`config.mk`:
```
export PLATFORM = sky130hd
export DESIGN_NAME = mips_fetch_stage
export DESIGN_NICKNAME = d
export VERILOG_FILES = /design/src/rtl/mips_fetch_stage.sv
export SDC_FILE = /design/constraint.sdc
export NUM_CORES = 1
export LEC_CHECK = 0
export ABC_CLOCK_PERIOD_IN_PS = 6370
export BUFFER_PORTS_ARGS = -buffer_cell sky130_fd_sc_hd__buf_2
export CAP_MARGIN = 20
export CORE_ASPECT_RATIO = 1.25
export CORE_MARGIN = 2
export CORE_UTILIZATION = 60
export DETAILED_ROUTE_END_ITERATION = 8
export PLACE_DENSITY = 0.82
export REMOVE_ABC_BUFFERS = 1
export SYNTH_ARGS = -nofsm -noshare
export SYNTH_HDL_FRONTEND = slang
export SYNTH_SLANG_ARGS = --single-unit
```
`constraint.sdc`:
```
create_clock -name ctrl -period 6.37 [get_ports ctrl]
set_input_delay 0.9555 -clock ctrl [delete_from_list [all_inputs] [get_ports ctrl]]
set_output_delay 0.9555 -clock ctrl [all_outputs]
set_load 0.05 [all_outputs]
```
`src/rtl/mips_fetch_stage.sv`:
```
`timescale 1ns/1ps
package mips_fetch_pkg;
    typedef struct packed {
        logic clk;
        logic rst;
    } Data_Control_T;
endpackage

// MIPS fetch: owns the fetch PC, drives a registered-address ROM, buffers words in out + skid registers.
// Latency: a word is on out two rising edges after its fetch is issued; sustains one instruction per cycle.
// Backpressure: out_ready low holds the outputs, catches the in-flight word in skid, and stops issue.
module mips_fetch_stage
    import mips_fetch_pkg::*;
#(
    parameter int              ADDR_W     = 32,
    parameter int              ROM_ADDR_W = 6,
    parameter logic [ADDR_W-1:0] RESET_PC = '0
) (
    input  Data_Control_T          ctrl,
    output logic [ROM_ADDR_W-1:0]  rom_addr,
    input  logic [31:0]            rom_data,
    input  logic                   redirect,
    input  logic [ADDR_W-1:0]      redirect_addr,
    output logic                   out_valid,
    input  logic                   out_ready,
    output logic [31:0]            out_inst,
    output logic [ADDR_W-1:0]      out_pc,
    output logic [ADDR_W-1:0]      out_pc4
);
    localparam logic [ADDR_W-1:0] PC_STEP  = ADDR_W'(4);
    localparam logic [ADDR_W-1:0] PC_ALIGN = ~ADDR_W'(3);

    logic              clk;
    logic              rst;
    logic [ADDR_W-1:0] fpc;
    logic              req_valid;
    logic [ADDR_W-1:0] req_pc;
    logic              skid_valid;
    logic [31:0]       skid_inst;
    logic [ADDR_W-1:0] skid_pc;
    logic [ADDR_W-1:0] redir_pc;
    logic              out_free;
    logic              issue;

    assign clk      = ctrl.clk;
    assign rst      = ctrl.rst;
    assign redir_pc = redirect_addr & PC_ALIGN;
    assign rom_addr = redirect ? redirect_addr[ROM_ADDR_W+1:2] : fpc[ROM_ADDR_W+1:2];
    assign out_free = !out_valid || out_ready;
    // Hold off issue whenever the word it would fetch might find no free buffer slot.
    assign issue    = !skid_valid && !(out_valid && !out_ready && req_valid);
    assign out_pc4  = out_pc + PC_STEP;

    always_ff @(posedge clk or posedge rst) begin
        if (rst) begin
            fpc        <= RESET_PC;
            req_valid  <= 1'b0;
            req_pc     <= '0;
            out_valid  <= 1'b0;
            out_inst   <= '0;
            out_pc     <= '0;
            skid_valid <= 1'b0;
            skid_inst  <= '0;
            skid_pc    <= '0;
        end else if (redirect) begin
            out_valid  <= 1'b0;
            skid_valid <= 1'b0;
            req_valid  <= 1'b1;
            req_pc     <= redir_pc;
            fpc        <= redir_pc + PC_STEP;
        end else begin
            req_valid <= issue;
            if (issue) begin
                req_pc <= fpc;
                fpc    <= fpc + PC_STEP;
            end
            if (out_free) begin
                if (skid_valid) begin
                    out_valid  <= 1'b1;
                    out_inst   <= skid_inst;
                    out_pc     <= skid_pc;
                    skid_valid <= req_valid;
                    if (req_valid) begin
                        skid_inst <= rom_data;
                        skid_pc   <= req_pc;
                    end
                end else if (req_valid) begin
                    out_valid <= 1'b1;
                    out_inst  <= rom_data;
                    out_pc    <= req_pc;
                end else begin
                    out_valid <= 1'b0;
                end
            end else if (req_valid) begin
                skid_valid <= 1'b1;
                skid_inst  <= rom_data;
                skid_pc    <= req_pc;
            end
        end
    end
endmodule
```
==> qor.csv <==
stage;metric;value;unit
run_status;outcome;finished clean;
critical_path;rr_endpoint;req_pc[3];
critical_path;critical_path.cell_chain;and3_1 > and2_1 > and3_1 > nor2b_1 > nand2_1 > xnor2_1 > buf_2;
pwr;p_seq_share;26.9;%
critical_path;rr_worst_depth;5;
pwr;clock_power_share;48.3;%
synthesis;synthArstFlopShare;100.0;%
sta;max_freq;255.8;MHz
cells_and_area;layout-drive-gt1-share;24.78;%
sta;hold_violations;0;
cells_and_area;nNetsFinal;1318;
synthesis;yosys.area.top_type_share;49.12;%
sta;grt_setup_unrepaired;false;
pwr;p_leak;6.063;nW
place;place_area;10440;um^2
critical_path;crit_start;out_pc[4];
global_route;grt_use_total;31.37;%
critical_path;reg2reg_from;out_valid;
floorplan;start_util;61.19;%
min_path;holdPathStages;1;
critical_path;start_kind;flop;
cells_and_area;area_growth;30.22;%
cells_and_area;fillers;1001;
detailed_routing;drtAntennaViolNets;0;
pwr;switching_share;46.36;%
sta;drv_slew;0;
global_route;grt_antenna_before_repair;0;
cells_and_area;stdcell_area;12410;um^2
pwr;power;5.929;mW
detailed_routing;vias;8504;
critical_path;crit_family;simple AND/OR/NAND/NOR gates;
cts;clk_pin_slew;70;ps
pwr;switchingPower;2.749;mW
cells_and_area;antennaDiodeCount;0;
cts;cts_resized;0;
pwr;pwr_density_cell;477.9;nW/um^2
synthesis;synth_seq_area_share;49.12;%
detailed_routing;drtPass1Iterations;7;
synthesis;synthFlopType;dfrtp_1;
cts;insertion_delay;430;ps
critical_path;cp_max_fo;7;
critical_path;ff2ff_setup_slack;3800;ps
place;place.gp.congestion;0.8844;
sta;setup_tns;0;ps
min_path;hold_path.class;flop to flop;
synthesis;synth_edf_count;0;
critical_path;required;5410;ps
sta;tightestPinTransition;953.6;ps
critical_path;crit_top_cell;and3_1;
sta;setup_viol;0;
cts;post_cts_buffers;0;
sta;timing.final.crit_share;61.36;%
floorplan;die-area;16910;um^2
global_route;grt_pass1_vias;9410;
floorplan;core;15570;um^2
critical_path;path_buf_inv;1;
pwr;vdd_drop_max;269.1;uV
synthesis;synthCells;908;
critical_path;cpMaxStageDelayCell;nor2b_1;
synthesis;synthTopCellsByArea;dfrtp_1, mux2i_1, mux2_2;
detailed_routing;wl_per_cell;17.61;um
pwr;combPwrFrac;24.8;%
synthesis;post-synth-top-count-cell;dfrtp_1;
cts;holdBufCountCts;0;
global_route;grt_max_degree;125;
detailed_routing;routed_wirelength;26180;um
critical_path;cp.depth;7;
floorplan;die_x;116.7;um
synthesis;ys_types;52;
synthesis;syn_avg_cell_area;10.49;um^2
critical_path;crit_path_end_kind;primary output;
critical_path;crit_arrival;2950;ps
critical_path;critical_path_class;flop to primary output;
min_path;min_from;skid_inst[10];
synthesis;synth_seq_cells;187;
pwr;power.internal;3.180;mW
cts;cts_tree;done;
global_route;grt_overflow;0;
floorplan;rows;51;
global_route;grt_pass1_wl;40080;um
sta;relSlewSlack;36.42;%
detailed_routing;drt-initial-drc-count;797;
sta;hold_ws;509.0;ps
detailed_routing;vias_per_cell;5.719;
detailed_routing;drcViolationCount;0;
floorplan;io_pins;171;
critical_path;endpoint;out_pc4[18];
synthesis;netlist_top_cells_count;dfrtp_1, mux2i_1, nor2_1;
place;portBuffers;163;
synthesis;ys_warn_count;0;
synthesis;synth_top_area_cell;dfrtp_1;
sta;clock_skew;13.48;ps
floorplan;die-height;144.9;um
place;hpwl;13720;um
synthesis;netlist_area;9527;um^2
sta;min_period;3909;ps
run;cap_violations;0;
critical_path;cpPeakStageDelay;590;ps
layout by cell type (no fill, tap or decap), types with 3 or more instances in the layout:
cell type / instances
mux2i_1: 102
xnor2_1: 57
bufinv_16: 5
dfrtp_1: 186
mux2_2: 68
clkinv_4: 6
nor4_1: 4
nand4b_1: 5
o21ai_0: 29
nor2_1: 101
nor3_1: 19
buf_4: 6
inv_6: 8
xor2_1: 19
nand2b_1: 4
inv_1: 195
nand2_1: 59
and3_1: 5
nand3_1: 31
and4_1: 4
clkinvlp_4: 3
a22oi_1: 8
nand4_1: 16
clkbuf_16: 34
buf_2: 163
a21oi_1: 76
conb_1: 4
o21a_1: 3
nand3b_1: 8
worst min path at each step:
stage / end / slack, ps
4_1_cts: skid_pc[11] / 510
2_1_floorplan: fpc[3] / 460
3_3_place_gp: fpc[3] / 480
5_1_grt: skid_inst[12] / 520
3_5_place_dp: fpc[2] / 490
6_report: skid_inst[10] / 510
cells by family after synthesis:
logic type / synth area share (%)
DFF: 49.12
muxes: 18.75
AOI/OAI and AO/OA: 7.867
buffers and inverters: 2.968
other: 0.03936
and+or+nand+nor: 14.00
adders and majority gates: 0.2626
xor gates and xnor gates: 6.987
registers in the layout (all words and copies together), names as in the netlist:
signal      flops
req_pc         30
skid_pc        30
req_valid       1
out_pc         30
out_inst       32
skid_valid      1
fpc            30
out_valid       1
skid_inst      32
through the flow:
step | util (%) | setup WS (ps) | cells
6_report | 79.68 | 2461 | 1487
5_1_grt | 79.68 | 2315 | 1487
4_1_cts | 79.19 | 2558 | 1484
3_5_place_dp | 67.04 | -2700 | 1235
3_3_place_gp | 67.04 | -2700 | 1235
2_1_floorplan | - | -2613 | 854
worst register-to-register path, stage by stage (launching register included):
cell and delay [ps]:
dfrtp_1 400, nor2b_1 640, a21oi_4 120, nor2_1 550, inv_1 370, mux2_2 360
final cells by class:
| type | count | area [um^2] | area share, % |
|---|---|---|---|
| clock buffers | 36 | 868.3 | 7.000 |
| clock inverters | 214 | 1028 | 8.291 |
| inverters | 8 | 30.03 | 0.2421 |
| multi-input cells | 658 | 4594 | 37.03 |
| flip-flops and latches | 187 | 4683 | 37.75 |
| well taps | 212 | 265.3 | 2.138 |
| repair buffers | 172 | 935.9 | 7.544 |
power by group through the flow:
stage                     registers, mW  logic [mW]  clock network, mW
after CTS                          1.59        1.46               2.93
after global placement             1.59        1.40              0.343
after detailed placement           1.60        1.43              0.343
final                              1.60        1.47               2.86
after floorplan                    1.82       0.799              0.343
after global routing               1.62        1.56               3.18
metal layers:
layer  up-vias  routed length, um  global-route usage, %
met4         0                605                  25.08
met2       397              13510                  47.40
met5         -                  0                      0
li1       3884                  -                      -
met1      4158              10310                  31.43
met3        65               1754                  17.70
Power figures use the tool's default switching activity.
